`config.mk`:
```
export PLATFORM = sky130hd
export DESIGN_NAME = rom_burst_reader
export DESIGN_NICKNAME = d
export VERILOG_FILES = /design/src/rtl/rom_burst_reader_pkg.sv /design/src/rtl/rom_skid_buffer.sv /design/src/rtl/rom_burst_reader.sv
export SDC_FILE = /design/constraint.sdc
export NUM_CORES = 1
export LEC_CHECK = 0
export CAP_MARGIN = 15
export CORE_ASPECT_RATIO = 0.8
export CORE_MARGIN = 2
export CORE_UTILIZATION = 42
export CTS_CLUSTER_DIAMETER = 200
export DETAILED_ROUTE_END_ITERATION = 8
export GPL_TIMING_DRIVEN = 0
export PLACE_DENSITY = 0.68
export SLEW_MARGIN = 20
export SYNTH_ARGS = -nofsm -noshare
export SYNTH_HDL_FRONTEND = slang
export SYNTH_HIERARCHICAL = 1
export SYNTH_SLANG_ARGS = --single-unit
export TNS_END_PERCENT = 50
```
`constraint.sdc`:
```
create_clock -name clock -period 4.35 [get_ports clock]
set_clock_uncertainty 0.05 [all_clocks]
set_input_delay 0.87 -clock clock [delete_from_list [all_inputs] [get_ports clock]]
set_output_delay 0.87 -clock clock [all_outputs]
set_load 0.1 [all_outputs]
```
`src/rtl/rom_burst_reader_pkg.sv`:
```
// Shared definitions for the ROM burst reader: width helper, default sizes
// and the controller state encoding.
package rom_burst_reader_pkg;

    // Ceiling log2, used to size the ROM address from the ROM depth.
    function automatic int unsigned clog2(input int unsigned value);
        int unsigned v;
        int unsigned r;
        r = 0;
        v = (value > 0) ? value - 1 : 0;
        while (v != 0) begin
            v = v >> 1;
            r++;
        end
        return r;
    endfunction

    localparam int unsigned DEF_BLOCK_LENGTH = 12;
    localparam int unsigned DEF_MEM_DEPTH    = 250;

    typedef enum logic [1:0] {
        IDLE  = 2'd0,
        RUN   = 2'd1,
        FLUSH = 2'd2
    } state_e;

endpackage

```
`src/rtl/rom_skid_buffer.sv`:
```
// Two-entry FIFO that absorbs ROM words while the consumer stalls.
// Head word is presented combinationally from storage.
module rom_skid_buffer #(
    parameter int unsigned WIDTH = 12
) (
    input  logic             clock_i,
    input  logic             reset_i,
    input  logic             push_i,
    input  logic [WIDTH-1:0] data_i,
    input  logic             pop_i,
    output logic [WIDTH-1:0] data_o,
    output logic [1:0]       occupancy_o,
    output logic             empty_o,
    output logic             full_o
);

    logic [WIDTH-1:0] mem_q [2];
    logic             rd_ptr_q, rd_ptr_d;
    logic             wr_ptr_q, wr_ptr_d;
    logic [1:0]       occ_q, occ_d;
    logic             do_push;
    logic             do_pop;

    // Qualify push/pop against occupancy and compute pointer/count updates.
    always_comb begin
        do_pop   = pop_i && (occ_q != 2'd0);
        do_push  = push_i && ((occ_q != 2'd2) || do_pop);
        rd_ptr_d = rd_ptr_q ^ do_pop;
        wr_ptr_d = wr_ptr_q ^ do_push;
        occ_d    = occ_q + {1'b0, do_push} - {1'b0, do_pop};
    end

    // Storage and pointers; storage is cleared so the head reads zero after reset.
    always_ff @(posedge clock_i) begin
        if (reset_i) begin
            mem_q[0] <= '0;
            mem_q[1] <= '0;
            rd_ptr_q <= 1'b0;
            wr_ptr_q <= 1'b0;
            occ_q    <= '0;
        end else begin
            if (do_push) begin
                mem_q[wr_ptr_q] <= data_i;
            end
            rd_ptr_q <= rd_ptr_d;
            wr_ptr_q <= wr_ptr_d;
            occ_q    <= occ_d;
        end
    end

    assign data_o      = mem_q[rd_ptr_q];
    assign occupancy_o = occ_q;
    assign empty_o     = (occ_q == 2'd0);
    assign full_o      = (occ_q == 2'd2);

endmodule

```
`src/rtl/rom_burst_reader.sv`:
```
// Streams a contiguous, wrapping run of words out of a one-cycle-latency
// enable-gated ROM to a valid/ready consumer, buffering in a 2-entry skid FIFO.
module rom_burst_reader
    import rom_burst_reader_pkg::*;
#(
    parameter int unsigned BLOCK_LENGTH = DEF_BLOCK_LENGTH,
    parameter int unsigned MEM_DEPTH    = DEF_MEM_DEPTH,
    parameter int unsigned ADDR_WIDTH   = clog2(MEM_DEPTH)
) (
    input  logic                    clock,
    input  logic                    reset,
    input  logic                    start,
    input  logic [ADDR_WIDTH-1:0]   base_address,
    input  logic [ADDR_WIDTH:0]     count,
    output logic                    busy,
    output logic                    done,
    output logic                    rom_enable,
    output logic [ADDR_WIDTH-1:0]   rom_address,
    input  logic [BLOCK_LENGTH-1:0] rom_data,
    output logic [BLOCK_LENGTH-1:0] out_data,
    output logic                    out_valid,
    input  logic                    out_ready,
    output logic                    out_last
);

    localparam logic [ADDR_WIDTH-1:0] ADDR_LAST = ADDR_WIDTH'(MEM_DEPTH - 1);
    localparam logic [ADDR_WIDTH:0]   CNT_ONE   = (ADDR_WIDTH + 1)'(1);

    state_e                  state_q, state_d;
    logic [ADDR_WIDTH-1:0]   addr_q, addr_d;
    logic [ADDR_WIDTH:0]     issue_left_q, issue_left_d;
    logic [ADDR_WIDTH:0]     deliver_left_q, deliver_left_d;
    logic                    inflight_q, inflight_d;
    logic                    done_q, done_d;

    logic                    issue;
    logic                    pop;
    logic [1:0]              occ;
    logic                    buf_empty;
    logic                    buf_full;

    rom_skid_buffer #(
        .WIDTH (BLOCK_LENGTH)
    ) u_skid (
        .clock_i     (clock),
        .reset_i     (reset),
        .push_i      (inflight_q),
        .data_i      (rom_data),
        .pop_i       (pop),
        .data_o      (out_data),
        .occupancy_o (occ),
        .empty_o     (buf_empty),
        .full_o      (buf_full)
    );

    // State register and all controller counters.
    always_ff @(posedge clock) begin
        if (reset) begin
            state_q        <= IDLE;
            addr_q         <= '0;
            issue_left_q   <= '0;
            deliver_left_q <= '0;
            inflight_q     <= 1'b0;
            done_q         <= 1'b0;
        end else begin
            state_q        <= state_d;
            addr_q         <= addr_d;
            issue_left_q   <= issue_left_d;
            deliver_left_q <= deliver_left_d;
            inflight_q     <= inflight_d;
            done_q         <= done_d;
        end
    end

    // Next-state: command acceptance, read issue bookkeeping and delivery count.
    always_comb begin
        state_d        = state_q;
        addr_d         = addr_q;
        issue_left_d   = issue_left_q;
        deliver_left_d = deliver_left_q;
        inflight_d     = issue;
        done_d         = 1'b0;

        case (state_q)
            IDLE: begin
                // The done cycle itself still reads as idle, so a start there is dropped.
                if (start && !done_q) begin
                    addr_d         = base_address;
                    issue_left_d   = count;
                    deliver_left_d = count;
                    if (count == '0) begin
                        done_d = 1'b1;
                    end else begin
                        state_d = RUN;
                    end
                end
            end
            RUN: begin
                if (issue) begin
                    addr_d       = (addr_q == ADDR_LAST) ? '0 : addr_q + 1'b1;
                    issue_left_d = issue_left_q - 1'b1;
                    if (issue_left_q == CNT_ONE) begin
                        state_d = FLUSH;
                    end
                end
            end
            FLUSH: begin
            end
            default: begin
                state_d = IDLE;
            end
        endcase

        if ((state_q != IDLE) && pop) begin
            deliver_left_d = deliver_left_q - 1'b1;
            if (deliver_left_q == CNT_ONE) begin
                done_d  = 1'b1;
                state_d = IDLE;
            end
        end
    end

    // Outputs: reads are issued only while buffered plus in-flight words stay within two.
    always_comb begin
        out_valid   = !buf_empty;
        pop         = out_valid && out_ready;
        issue       = (state_q == RUN) && (issue_left_q != '0) && !buf_full &&
                      (({1'b0, occ} + {2'b00, inflight_q}) < (3'd2 + {2'b00, pop}));
        rom_enable  = issue;
        rom_address = issue ? addr_q : '0;
        busy        = (state_q != IDLE);
        done        = done_q;
        out_last    = out_valid && (deliver_left_q == CNT_ONE);
    end

endmodule

```
==> impl_metrics.csv, run 1 <==
group,metric,value,unit
logic_synthesis,syn_area,3240,um2
logic_synthesis,ys_warn_count,6,
setup_path,arrival,3.36,ns
logic_synthesis,synth.avg_cell_area,8.99,um2
logic_synthesis,synth.area.top_cells,"edfxtp_1, dfxtp_1, a21oi_1, nand2_1, nor2_1",
global_routing,grt_max_degree,13,
power,pwr-share-comb,0.250,
power,power_density,403,nW/um2
logic_synthesis,yosysMostFrequentCell,"nand2_1",
timing,period_minus_slack,4.28,ns
route,vias_per_cell,5.53,
logic_synthesis,synthArstFlopShare,0,
clocking,clk_pin_slew,0.07,ns
power,cellLeakagePower,1.66,nW
logic_synthesis,syn_inst,361,
timing,hold_viol,0,
logic_synthesis,synth_mux_area_frac,0.0486,
power,ir_drop,0.000250,V
route,wl,8.80,mm
power,p_clk_frac,0.369,
placed_design,io_buffers,57,
clocking,cts_max_path_buffers,2,
run,drv_cap,0,
placed_design,dp_cells,523,
layout,post-route-util,0.566,
logic_synthesis,synth_nets,404,
placed_design,pre_cts_ws,-0.323,ns
global_routing,grtUsageTotal,0.219,
layout,final_cells,539,
timing,fmax,233,MHz
logic_synthesis,synth_commonest_cells,"nand2_1, nor2_1, dfxtp_1, a21oi_1, edfxtp_1",
global_routing,grt_pass1_vias,2804,
power,switching_power,0.564,mW
global_routing,grt_pass1_wl,14.1,mm
timing,grt_setup_unrepaired,"false",
floorplanning,core_area,7430,um2
logic_synthesis,synth_cell_type_count,59,
logic_synthesis,synth_compound_area_frac,0.162,
route,dr.pass1.iters,4,
global_routing,antenna_found_initial,0,
placed_design,hpwlAfterDp,6.15,mm
power,internal_power,1.13,mW
route,ant_nets,0,
logic_synthesis,synth_xor_area_frac,0.00810,
route,drt-wirelength-per-cell,16.3,um
timing,slew_viol_final,0,
timing,relSlewSlack,0.329,
status,outcome,"finished, final reports clean",
setup_path,end_kind,"output pin",
floorplanning,initial_core_util,0.437,
timing,final.setup.tns,0,ns
power,seq_power_share,0.381,
logic_synthesis,synth_top_area_cell,"edfxtp_1",
clocking,numCtsBuffers,9,
clocking,cts-htree-levels,3,
timing,worst_slack,0.0652,ns
power,p_sw_frac,0.333,
layout,nNetsFinal,472,
clocking,cts_tree,"done",
logic_synthesis,ys_seq_area_frac,0.432,
clocking,clock-sinks,58,
logic_synthesis,ys.flop_type,"dfxtp_1",
route,vias,2978,
clocking,root_buffer,"clkbuf_8",
clocking,insertion_delay,0.34,ns
timing,fin_crit_sh,0.985,
setup_path,startpoint_type,"input pin",
layout,areaGrowthSynthToFinish,29.6,%
floorplanning,die-height,82.6,um
floorplanning,rows,28,
setup_path,path_class,"input pin to output pin",
route,drcViolationCount,0,
hold_path,hold_path_class,"register to register",
timing,finalSetupViolCount,0,
logic_synthesis,synth_top_family_by_area,"simple AND/OR/NAND/NOR gates",
floorplanning,die_width,102,um
logic_synthesis,ys_ff_latch,58,
logic_synthesis,synth_top_area_frac,0.222,
route,drt_iter0_markers,135,
layout,n_antenna_cell,0,
setup_path,cp_max_fo,5,
logic_synthesis,synthAdderAreaFrac,0.0386,
power,total_power,1.69,mW
layout,drive_above_1_share,0.113,
global_routing,grt-ovfl-total,0,
setup_path,required,3.43,ns
timing,worst_slew_pin_slew,1.00,ns
logic_synthesis,synth_simple_gate_area_frac,0.274,
clocking,cts_hold_buffers,0,
floorplanning,boundaryPins,58,
placed_design,gp_congestion,0.879,
logic_synthesis,synth_edf_count,24,
floorplanning,dieArea,8450,um2
[per-stage QoR]
step           cell area (um2)  hold slack, ns
2_1_floorplan             3250           0.405
4_1_cts                   4210           0.444
5_1_grt                   4210           0.470
3_5_place_dp              3950           0.433
6_report                  4210           0.443
3_3_place_gp              3950           0.422
[state kept, by name, summed over array words and instances, names as in the netlist]
name,flops
u_skid/wr_ptr_q,1
inflight_q,1
deliver_left_q,9
u_skid/rd_ptr_q,1
done,1
u_skid/occupancy_o,2
u_skid/mem_q,24
addr_q,8
issue_left_q,9
state_q,2
[worst max-delay path, stage by stage]
cell	delay, ns
clkdlybuf4s50_1	0.50
or3b_4	0.40
a2111o_1	0.54
nor3_2	0.17
dlygate4sd2_1	0.88
[final cells by class]
| cell class | count | area [um2] |
|---|---|---|
| plain buffers | 18 | 90.1 |
| clock buffers | 9 | 124 |
| clock inverters | 7 | 124 |
| fillers | 692 | 3220 |
| inverters | 8 | 30.0 |
| multi-input cells | 277 | 1730 |
| flip-flops and latches | 58 | 1400 |
| well taps | 105 | 131 |
| repair buffers | 57 | 577 |
[cells by family after synthesis]
group | count (synthesis)
XOR/XNOR | 3
adder cells (fa/ha/maj) | 10
multiplexers | 14
flip-flops | 58
AO/OA/AOI/OAI | 82
buffers and inverters | 26
AND/OR/NAND/NOR | 168
[metal layers]
metal,wire length [um],vias up,global-route usage
met1,4250,1412,0.306
met3,522,8,0.0589
met5,0,-,0
li1,-,1452,-
met2,3920,106,0.334
met4,101,0,0.0667
[worst paths after layout]
| path | start | end | slack [ns] | depth (start not counted) |
|---|---|---|---|---|
| setup / recovery | out_ready | rom_address[1] | 0.07 | 5 |
| hold / removal | issue_left_q[7] | issue_left_q[7] | 0.44 | 2 |
| setup reg to reg | u_skid/occupancy_o[0] | addr_q[7] | 1.73 | 7 |
| hold reg to reg | issue_left_q[7] | issue_left_q[7] | 0.44 | 2 |
[cells in the final DEF, fill, tap and decap left out, types with 6 or more instances in the layout]
cell,instances
clkdlybuf4s50_1,48
nand2_1,37
nor2_1,36
dfxtp_1,34
a21oi_1,28
edfxtp_1,24
o21ai_0,22
and3_1,21
and2_1,14
nand3_1,12
clkbuf_1,11
ha_1,10
clkbuf_8,9
mux2_2,9
inv_1,8
nor3_1,8
nor2b_1,8
a211oi_1,8
clkdlybuf4s15_2,7
nor4_1,6
[repair_timing]
item                       CTS  global route
resized for setup           23             0
hold endpoints to repair     0             0
setup endpoints to repair    9             0
setup buffers                0             0
[power by group through the flow]
stage	registers [mW]	logic [mW]	clock network [mW]
after floorplan	0.646	0.299	0
after global placement	0.654	0.414	0
after detailed placement	0.656	0.420	0
after CTS	0.644	0.420	0.632
after global routing	0.651	0.457	0.658
final	0.646	0.424	0.625
Power figures use the tool's default switching activity.
==> run 2, diff against run 1 <==
--- a/config.mk
+++ b/config.mk
@@ -11,8 +11,9 @@
 export CORE_UTILIZATION = 42
 export CTS_CLUSTER_DIAMETER = 200
 export DETAILED_ROUTE_END_ITERATION = 8
+export DONT_BUFFER_PORTS = 1
 export GPL_TIMING_DRIVEN = 0
-export PLACE_DENSITY = 0.68
+export PLACE_DENSITY = 0.58
 export SLEW_MARGIN = 20
 export SYNTH_ARGS = -nofsm -noshare
 export SYNTH_HDL_FRONTEND = slang
==> run 2 against run 1 <==
Compared with the run above:
- highest routed layer unchanged
- via count down 9.2%
- count of clock-buffer cells in the layout up 5
- final cell count down 11%
- hold slack worse by 0.0019 ns
- fmax up 11%
- first-iteration DRC count up 26%
- final area down 14%
- largest cell class unchanged
- critical path depth down 1
- sequential power about the same
- clock power down 17%
==> impl_metrics.csv, run 2 (synthesized netlist as in run 1, its figures left out) <==
group,metric,value,unit
status,outcome,"finished, final reports clean",
timing,finalSetupViolCount,0,
clocking,clk_pin_slew,0.06,ns
setup_path,cp-startpoint,"u_skid/occupancy_o[0]",
clocking,cts_tree,"done",
layout,areaGrowthSynthToFinish,10.9,%
timing,final.setup.tns,0,ns
clocking,cts_resized,0,
timing,relSlewSlack,0.277,
route,dr.pass1.iters,5,
placed_design,hpwlAfterDp,5.95,mm
clocking,cts_max_path_buffers,2,
timing,slew_viol_final,0,
hold_path,hold_path_class,"register to register",
timing,hold_viol,0,
floorplanning,die-height,82.6,um
setup_path,path_class,"register to output pin",
global_routing,grt_max_degree,13,
power,power_density,425,nW/um2
power,ir_drop,0.000206,V
floorplanning,die_width,102,um
global_routing,antenna_found_initial,0,
run,drv_cap,0,
global_routing,grt_pass1_wl,12.8,mm
hold_path,min-delay-start,"issue_left_q[7]",
layout,nNetsFinal,415,
route,drt_iter0_markers,170,
floorplanning,core_area,7430,um2
route,vias,2705,
route,vias_per_cell,5.61,
global_routing,grt_use_met1,0.290,
layout,n_antenna_cell,0,
global_routing,gr-max-usage-layer,"met1",
clocking,insertion_delay,0.33,ns
timing,holdWs,0.441,ns
clocking,clock-sinks,58,
layout,fin_area,3600,um2
clocking,post_cts_buffers,0,
setup_path,arrival,2.94,ns
setup_path,startpoint_type,"register",
global_routing,globalRouteMet3Util,0.0614,
timing,fin_crit_sh,0.888,
layout,reg_top3,"u_skid/mem_q: 24 flops, deliver_left_q: 9 flops, issue_left_q: 9 flops",
placed_design,placed_area,3390,um2
route,ant_nets,0,
placed_design,gp_congestion,0.907,
setup_path,r2r_start,"u_skid/occupancy_o[0]",
placed_design,io_buffers,0,
power,cellLeakagePower,1.43,nW
floorplanning,rows,28,
timing,worst_slew_pin_slew,1.08,ns
layout,drive_above_1_share,0.111,
layout,largest_reg_flops,24,
layout,final_common_cell,"nand2_1",
placed_design,pre_cts_ws,0.729,ns
clocking,numCtsBuffers,9,
route,drcViolationCount,0,
timing,worst_slack,0.487,ns
floorplanning,initial_core_util,0.437,
route,drt-wirelength-per-cell,17.3,um
timing,period_minus_slack,3.86,ns
clocking,cts-htree-levels,3,
global_routing,grt-ovfl-total,0,
timing,fmax,259,MHz
setup_path,cp_max_fo,9,
clocking,root_buffer,"clkbuf_8",
route,wl,8.33,mm
floorplanning,boundaryPins,58,
setup_path,end_kind,"output pin",
clocking,cts_hold_buffers,0,
global_routing,grt_pass1_vias,2444,
hold_path,hold-path-cell-count,2,
layout,final_cell_mix,"nand2_1, nor2_1, dfxtp_1",
layout,post-route-util,0.485,
global_routing,grtUsageTotal,0.201,
setup_path,reg2reg_depth,7,
global_routing,grtUsageMet2,0.289,
timing,grt_setup_unrepaired,"false",
layout,regMostFlops,"u_skid/mem_q",
setup_path,required,3.43,ns
floorplanning,dieArea,8450,um2
## run 2: cell types whose count changed in the layout (fill, tap and decap cells not counted), moves of 2 or more
cell             previous run  this run
clkdlybuf4s50_1            48         0
clkdlybuf4s15_2             7         0
clkbuf_8                    9        12
bufinv_16                   3         1
dlygate4sd2_1               2         0
inv_6                       2         0
## run 2: report_power, final
part / leakage, nW / switching (mW) / internal [mW]
Sequential: 0.528 / 0.0371 / 0.609
Combinational: 0.794 / 0.270 / 0.0927
Clock: 0.107 / 0.207 / 0.311
Total: 1.43 / 0.514 / 1.01
## run 2: critical path: stages (launching register included)
cell and delay, ns:
dfxtp_1 0.48, ha_1 0.30, or3b_4 0.39, a2111oi_4 0.55, and3_1 0.90
## run 2: through the flow
step	std cells	total power, mW
floorplan	361	0.944
global placement	466	1.01
detailed placement	466	1.02
CTS	482	1.54
global route	482	1.60
finish	482	1.53
## run 2: layer usage
metal / part of all wire / wire length [um]
met2: 0.43 / 3580
met4: 0.018 / 150
met1: 0.48 / 4000
met3: 0.073 / 608
met5: 0 / 0
## run 2: final timing paths
| kind | slack (ns) | endpoint |
|---|---|---|
| max | 0.49 | rom_address[2] |
| min | 0.44 | issue_left_q[7] |
| max reg2reg | 1.73 | addr_q[7] |
| min reg2reg | 0.44 | issue_left_q[7] |
## run 2: area by class of cell
type / instances / area [um2]
multi-input combinational: 277 / 1740
sequential: 58 / 1400
clock inverter: 2 / 35.0
clock buffer: 14 / 173
buffer: 18 / 91.3
fill: 730 / 3830
inverter: 8 / 30.0
tap: 105 / 131
